--- config.mk ---
export PLATFORM = sky130hd
export DESIGN_NAME = support_mem_loader
export DESIGN_NICKNAME = d
export VERILOG_FILES = /design/src/rtl/support_mem_pkg.sv /design/src/rtl/support_mem_loader.sv
export SDC_FILE = /design/constraint.sdc
export NUM_CORES = 1
export LEC_CHECK = 0
export ABC_AREA = 1
export BUFFER_PORTS_ARGS = -buffer_cell sky130_fd_sc_hd__buf_2
export CORE_MARGIN = 8
export CORE_UTILIZATION = 40
export DETAILED_ROUTE_END_ITERATION = 6
export PLACE_DENSITY = 0.68
export SLEW_MARGIN = 15
export SYNTH_ARGS = -nofsm -noshare
export SYNTH_HDL_FRONTEND = slang
export SYNTH_SLANG_ARGS = --single-unit
--- constraint.sdc ---
create_clock -name clk -period 4.9 [get_ports clk]
set_input_delay 0.245 -clock clk [delete_from_list [all_inputs] [get_ports clk]]
set_output_delay 0.245 -clock clk [all_outputs]
set_load 0.005 [all_outputs]
--- src/rtl/support_mem_pkg.sv ---
// Shared definitions for the support-RAM loader and the supervisor-side drivers.
package support_mem_pkg;

    localparam int unsigned ADDR_W             = 16;
    localparam int unsigned DATA_W             = 8;
    localparam int unsigned ARM_CYCLES_DEFAULT = 1;

    typedef enum logic [2:0] {
        ST_IDLE    = 3'd0,
        ST_ARM     = 3'd1,
        ST_LOAD    = 3'd2,
        ST_RELEASE = 3'd3,
        ST_DONE    = 3'd4
    } state_t;

endpackage

--- src/rtl/support_mem_loader.sv ---
// Streams bytes into the support RAM while holding the supervisor CPU off the port.
//
// state   | meaning
// IDLE    | waiting for start; CPU owns the RAM port
// ARM     | loader owns the port, write mux settling, no writes
// LOAD    | accepting stream bytes, one RAM write per accepted byte
// RELEASE | one quiet cycle with the port still owned after the last write
// DONE    | done pulse, port handed back to the CPU
module support_mem_loader
    import support_mem_pkg::*;
#(
    parameter int unsigned ARM_CYCLES = ARM_CYCLES_DEFAULT
) (
    input  logic              clk,
    input  logic              reset_n,
    input  logic              start,
    input  logic              abort,
    input  logic [ADDR_W-1:0] base_addr,
    input  logic [15:0]       length,
    input  logic              s_valid,
    input  logic [DATA_W-1:0] s_data,
    output logic              s_ready,
    output logic              sys_en,
    output logic [ADDR_W-1:0] sys_A,
    output logic [DATA_W-1:0] sys_data,
    output logic              sys_wr,
    output logic              busy,
    output logic              done,
    output logic              aborted,
    output logic [DATA_W-1:0] checksum
);

    state_t            state_q, state_d;
    logic [ADDR_W-1:0] addr_q, addr_d;
    logic [15:0]       rem_q, rem_d;
    logic [7:0]        arm_cnt_q, arm_cnt_d;
    logic [DATA_W-1:0] checksum_q, checksum_d;
    logic              abort_seen_q, abort_seen_d;
    logic              aborted_q, aborted_d;
    logic              sys_en_q, sys_en_d;
    logic              sys_wr_q, sys_wr_d;
    logic [ADDR_W-1:0] sys_a_q, sys_a_d;
    logic [DATA_W-1:0] sys_data_q, sys_data_d;

    logic start_ok;
    logic active_abort;
    logic accept;

    assign start_ok     = (state_q == ST_IDLE) && start;
    assign active_abort = abort && ((state_q == ST_ARM) || (state_q == ST_LOAD));
    // abort gates ready combinationally so the byte on the bus that cycle is refused
    assign s_ready      = (state_q == ST_LOAD) && (rem_q != 16'd0) && !abort;
    assign accept       = s_ready && s_valid;

    always_ff @(posedge clk or negedge reset_n) begin
        if (!reset_n) begin
            state_q      <= ST_IDLE;
            addr_q       <= '0;
            rem_q        <= '0;
            arm_cnt_q    <= '0;
            checksum_q   <= '0;
            abort_seen_q <= 1'b0;
            aborted_q    <= 1'b0;
            sys_en_q     <= 1'b0;
            sys_wr_q     <= 1'b0;
            sys_a_q      <= '0;
            sys_data_q   <= '0;
        end else begin
            state_q      <= state_d;
            addr_q       <= addr_d;
            rem_q        <= rem_d;
            arm_cnt_q    <= arm_cnt_d;
            checksum_q   <= checksum_d;
            abort_seen_q <= abort_seen_d;
            aborted_q    <= aborted_d;
            sys_en_q     <= sys_en_d;
            sys_wr_q     <= sys_wr_d;
            sys_a_q      <= sys_a_d;
            sys_data_q   <= sys_data_d;
        end
    end

    always_comb begin
        state_d = state_q;
        unique case (state_q)
            ST_IDLE: begin
                if (start) begin
                    state_d = (length == 16'd0) ? ST_DONE : ST_ARM;
                end
            end
            ST_ARM: begin
                if (abort) begin
                    state_d = ST_RELEASE;
                end else if (arm_cnt_q == 8'd0) begin
                    state_d = ST_LOAD;
                end
            end
            // rem_q reaches zero in the cycle the last write is on the bus
            ST_LOAD: begin
                if (abort || (rem_q == 16'd0)) begin
                    state_d = ST_RELEASE;
                end
            end
            ST_RELEASE: state_d = ST_DONE;
            ST_DONE:    state_d = ST_IDLE;
            default:    state_d = ST_IDLE;
        endcase
    end

    always_comb begin
        addr_d       = addr_q;
        rem_d        = rem_q;
        arm_cnt_d    = arm_cnt_q;
        checksum_d   = checksum_q;
        abort_seen_d = abort_seen_q;
        aborted_d    = aborted_q;
        sys_a_d      = sys_a_q;
        sys_data_d   = sys_data_q;
        sys_wr_d     = accept;
        sys_en_d     = (state_d == ST_ARM) || (state_d == ST_LOAD) || (state_d == ST_RELEASE);

        if (start_ok) begin
            addr_d       = base_addr;
            rem_d        = length;
            arm_cnt_d    = 8'(ARM_CYCLES - 1);
            checksum_d   = '0;
            abort_seen_d = 1'b0;
            aborted_d    = 1'b0;
        end

        if ((state_q == ST_ARM) && (arm_cnt_q != 8'd0)) begin
            arm_cnt_d = arm_cnt_q - 8'd1;
        end

        if (accept) begin
            sys_a_d    = addr_q;
            sys_data_d = s_data;
            addr_d     = addr_q + 16'd1;
            rem_d      = rem_q - 16'd1;
            checksum_d = checksum_q + s_data;
        end

        if (active_abort) begin
            abort_seen_d = 1'b1;
        end

        // aborted rises together with the done pulse
        if ((state_q == ST_RELEASE) && abort_seen_q) begin
            aborted_d = 1'b1;
        end
    end

    assign sys_en   = sys_en_q;
    assign sys_wr   = sys_wr_q;
    assign sys_A    = sys_a_q;
    assign sys_data = sys_data_q;
    assign busy     = (state_q != ST_IDLE);
    assign done     = (state_q == ST_DONE);
    assign aborted  = aborted_q;
    assign checksum = checksum_q;

endmodule

# Word level (Yosys, flattened, before mapping)
# Index checks and enable logic that the tools add are counted.
# totals
reg_bits,79
input_bits,45
output_inout_bits,38
wordCells,61
# classes
addsub,4
n_eq_ne,7
n_mux,16
reduce_logical,23
# op_table
cell,count
$mux W16,4
$logic_not A16 Y1,2
$mux W8,3
$add A16 B1 Y16 const B,1
$reduce_bool A16 Y1,1
$sub A16 B1 Y16 const B,1
$mux W3,5
$eq A3 B2 Y1 const B,4
$pmux W3 S4,1
$add A8 B8 Y8,1
$logic_not A8 Y1,1
$reduce_bool A2 Y1,4
$reduce_bool A8 Y1,1
$sub A8 B1 Y8 const B,1
$logic_and A1 B1 Y1,7
$eq A3 B1 Y1 const B,2
$logic_or A1 B1 Y1,4
$eq A3 B3 Y1 const B,1
$logic_not A3 Y1,1
$mux W1,3
$reduce_bool A3 Y1,1
$logic_not A1 Y1,1

# Longest topological paths before layout
# logic_depth
depth_word,7
depth_mapped,11
ltp_nobuf,10

# Worst setup path after synthesis
# Ideal clock, no wire load.
# synth_path
path_type,reg2reg
start,register rem_q[0]
end,register rem_q[6]
setup_ns,0.125
arrival_ns,1.411
t_required_ns,4.775
path_slack_ns,3.364
path_stages_with_launch,11
n_path_buf,1
period_less_slack_ns,1.536
cell_sequence,dfrtp_1 -> inv_1 -> ha_1 -> nand2_2 -> nor2_2 -> nand2_2 -> nand3_1 -> nor2_4 -> buf_2 -> nand2_1 -> nand3_1
# synth_between
elab_chain_cells,5
word_cells_on_any_way,7
cone_classes,add/sub (1); mux (1); reduce/logical (5)
# synth_lines
item,line,source
start: declaration,support_mem_loader.sv:35,"logic [15:0] rem_q, rem_d;"
start signal: assignment,support_mem_loader.sv:71,rem_q <= rem_d;
branches (longest 5 deep; another with $sub A16 B1 Y16),-,
# Several ways; the timed one is not identified.
# A chain may end at the register's enable or synchronous reset.

# Final worst setup path
# layout_path
start,register rem_q[0]
end,register addr_q[4]
# layout_between
elab_chain_cells,5
word_cells_on_any_way,6
cone_classes,mux (1); reduce/logical (5)
# layout_lines
item,line,source
$reduce_bool A16 Y1 *,support_mem_loader.sv:52,assign s_ready = (state_q == ST_LOAD) && (rem_q != 16'd0) && !abort;
$logic_and A1 B1 Y1 * (2 in a row),support_mem_loader.sv:52,
$logic_and A1 B1 Y1 *,support_mem_loader.sv:53,assign accept = s_ready && s_valid;
$mux W16 or $reduce_bool A2 Y1 (tied branches),-,
end signal: assignment,support_mem_loader.sv:70,addr_q <= addr_d;
end: declaration,support_mem_loader.sv:34,"logic [ADDR_W-1:0] addr_q, addr_d;"
# Every way passes the cells marked *; elsewhere a longest branch is shown, timed or not.

==> metrics.yaml <==
clock_tree:
  cts_max_path_buffers: 2
  cts_hold_buf: 0
  postCtsSetupBuffers: 0
  cts_tree: "yes"
  ctsResizeCount: 0
  path_clk_slew_ns: 0.06
  clk_latency_ns: 0.34
  cts_buffers: 9
  cts_root_buffer: "clkbuf_16"
  htree_levels: 3
  numClockSinks: 79
finish:
  fillers: 1105
  n_antenna_cell: 0
  syn_to_final_growth_pct: 16.4
  drive_gt1_share_pct: 16.2
  final_cell_mix: "215 x nand2_1, 88 x nand3_1, 81 x buf_2"
  fin_nets: 730
  final_common_cell: "nand2_1"
worst_hold_path:
  hp-class: "in2async"
place:
  hpwl_mm: 7.95
  gp_congestion: 0.844
  numPortBuffers: 82
die:
  die_w_um: 122
  fp.coreArea_um2: 10900
  die_area_um2: 14900
  rows: 38
  die_h_um: 122
  io_pins: 83
  start_util_pct: 41.2
logic_synthesis:
  synth_cell_types: 31
  syn-instance-count: 601
  yosysWarnings: 0
  synth_fp_nets: 657
  synth-seq-cells: 79
  synth_area_per_cell_um2: 7.51
  ys_seq_area_share_pct: 43.8
  syn_area_um2: 4510
global_routing:
  grt_pass1_wl_mm: 19.5
  grt_max_degree: 85
  gr-usage-all-layers_pct: 15.9
  grt_pass1_vias: 4264
  overflow: 0
  antenna_found_initial: 0
sta:
  fin_worst_skew_ns: 0.00816
  finalCriticalPeriod_ns: 2.39
  fmax_mhz: 418
  setup_viol: 0
  hold_viol: 0
  slew_headroom_pct: 22.4
  worst_pin_slew_ns: 1.16
  rsz0062_at_grt: "no"
  finalMaxSlewViolations: 0
  fin_tns_setup_ns: 0
  timing.final.crit_share_pct: 48.8
power_and_ir_drop:
  finalPower_mw: 3.16
  p_leak_nw: 2.77
  peakVddDrop_v: 0.000243
  p_per_area_nw_per_um2: 603
status:
  status: "finished, final reports clean"
critical_path:
  critPathRequiredTime_ns: 5.12
  reg2regPathDepth: 10
  cp_data_arrival_time_ns: 2.61
  critical_path.most_common_cell: "nand2_1"
  critPathLaunchType: "flip-flop"
  cp-end-kind: "flip-flop"
  crit_fanout: 51
  critical_path_class: "reg2reg"
  slowest_stage: "nor2_4"
  cp_cell_sequence: "inv_1, ha_1, nand2_2, nor2_2, nand2_2, nand3_1, nor2_4, nand2_1, nand2_1, nand2_1"
  cp_slowest_stage_delay_ns: 0.90
drt:
  vias_per_cell: 5.07
  drt_iter0_drc: 247
  wl_mm: 11.4
  wl_per_cell_um: 13.9
  drc_errors: 0
  ant_nets: 0
  first_pass_iters: 4
  vias: 4150
flow_run:
  cap_violations: 0
## Yosys cell counts
| cell | n | area share [%] |
|---|---|---|
| a21oi_1 | 6 | 0.67 |
| a22o_1 | 1 | 0.19 |
| a31oi_1 | 2 | 0.28 |
| buf_2 | 8 | 0.89 |
| buf_4 | 3 | 0.50 |
| buf_6 | 7 | 1.7 |
| clkbuf_1 | 4 | 0.33 |
| dfrtp_1 | 79 | 44 |
| fa_1 | 1 | 0.44 |
| ha_1 | 10 | 2.8 |
| inv_1 | 44 | 3.7 |
| nand2_1 | 215 | 18 |
| nand2_2 | 3 | 0.42 |
| nand3_1 | 89 | 9.9 |
| nand3b_1 | 3 | 0.50 |
| nand4_1 | 7 | 0.97 |
| nand4_2 | 1 | 0.28 |
| nor2_1 | 52 | 4.3 |
| nor2_2 | 1 | 0.14 |
| nor2_4 | 1 | 0.25 |
| nor3_1 | 5 | 0.55 |
| nor3_2 | 1 | 0.22 |
| nor3_4 | 1 | 0.36 |
| o211ai_1 | 1 | 0.17 |
| o21a_1 | 1 | 0.17 |
| o21ai_0 | 21 | 2.3 |
| o21bai_1 | 1 | 0.17 |
| o22ai_1 | 3 | 0.42 |
| or2_2 | 3 | 0.42 |
| xnor2_1 | 5 | 0.97 |
| xor2_1 | 22 | 4.3 |
## sequential cells by signal, summed over array words and instances (netlist names)
signal	flops
sys_wr	1
sys_A	16
arm_cnt_q	8
checksum	8
sys_data	8
state_q	3
abort_seen_q	1
addr_q	16
aborted	1
rem_q	16
sys_en	1
## cells by family after synthesis
group           Yosys count  synth area share [%]
fa+ha+maj                11                  3.22
xor+xnor                 27                  5.24
simple gates            382                  36.2
buf+inv                  66                  7.13
compound gates           36                  4.38
flops                    79                  43.8
## through the flow
step	utilization, %	area, µm²	hold WS, ns	std cells	worst slack (ns)
2_1_floorplan	-	4510	-0.0506	601	3.36
5_1_grt	48.0	5250	0.138	818	2.29
3_3_place_gp	45.4	4960	0.462	802	2.58
4_1_cts	47.8	5230	0.114	817	2.47
6_report	48.0	5250	0.0589	818	2.51
3_5_place_dp	45.4	4960	0.461	802	2.48
## final cells by class
type	instances	area, µm²	share of cell area [%]
clock buffers	11	243	4.62
clock inverters	4	22.5	0.429
inverters	44	165	3.15
multi-input cells	456	2230	42.4
flip-flops and latches	79	1980	37.7
well taps	140	175	3.34
repair buffers	84	440	8.39
## power breakdown
part | total (mW) | switching, mW | internal [mW] | leakage [nW]
clock network | 0.608 | 0.257 | 0.351 | 0.131
registers | 1.21 | 0.262 | 0.953 | 1.00
logic | 1.34 | 0.798 | 0.543 | 1.64
total | 3.16 | 1.32 | 1.85 | 2.77
## critical path, delay by kind of cell, from the launching register on
family	cells	cell delay, ns
adders and majority gates	1	0.24
and+or+nand+nor	8	1.61
DFF	1	0.32
buffers and inverters	1	0.08
## routing by layer
layer	wire length (µm)	global-route usage, %
met3	594	4.03
met5	0	0
met2	5490	26.1
met1	5050	19.5
met4	262	6.70
## path summary, 6_finish.rpt
kind | from | to | slack, ns
worst max-delay path | rem_q[0]$_DFFE_PN0P_ | addr_q[4]$_DFFE_PN0P_ | 2.51
worst min-delay path | reset_n | rem_q[5]$_DFFE_PN0P_ | 0.06
worst max register to register | rem_q[0]$_DFFE_PN0P_ | addr_q[4]$_DFFE_PN0P_ | 2.51
worst min register to register | sys_A[1]$_DFFE_PN0P_ | sys_A[1]$_DFFE_PN0P_ | 0.47
max in group asynchronous | reset_n | state_q[1]$_DFF_PN0_ | 4.16
min in group clk | base_addr[13] | addr_q[13]$_DFFE_PN0P_ | 0.13
No activity file was read; power rests on OpenSTA's default activity.
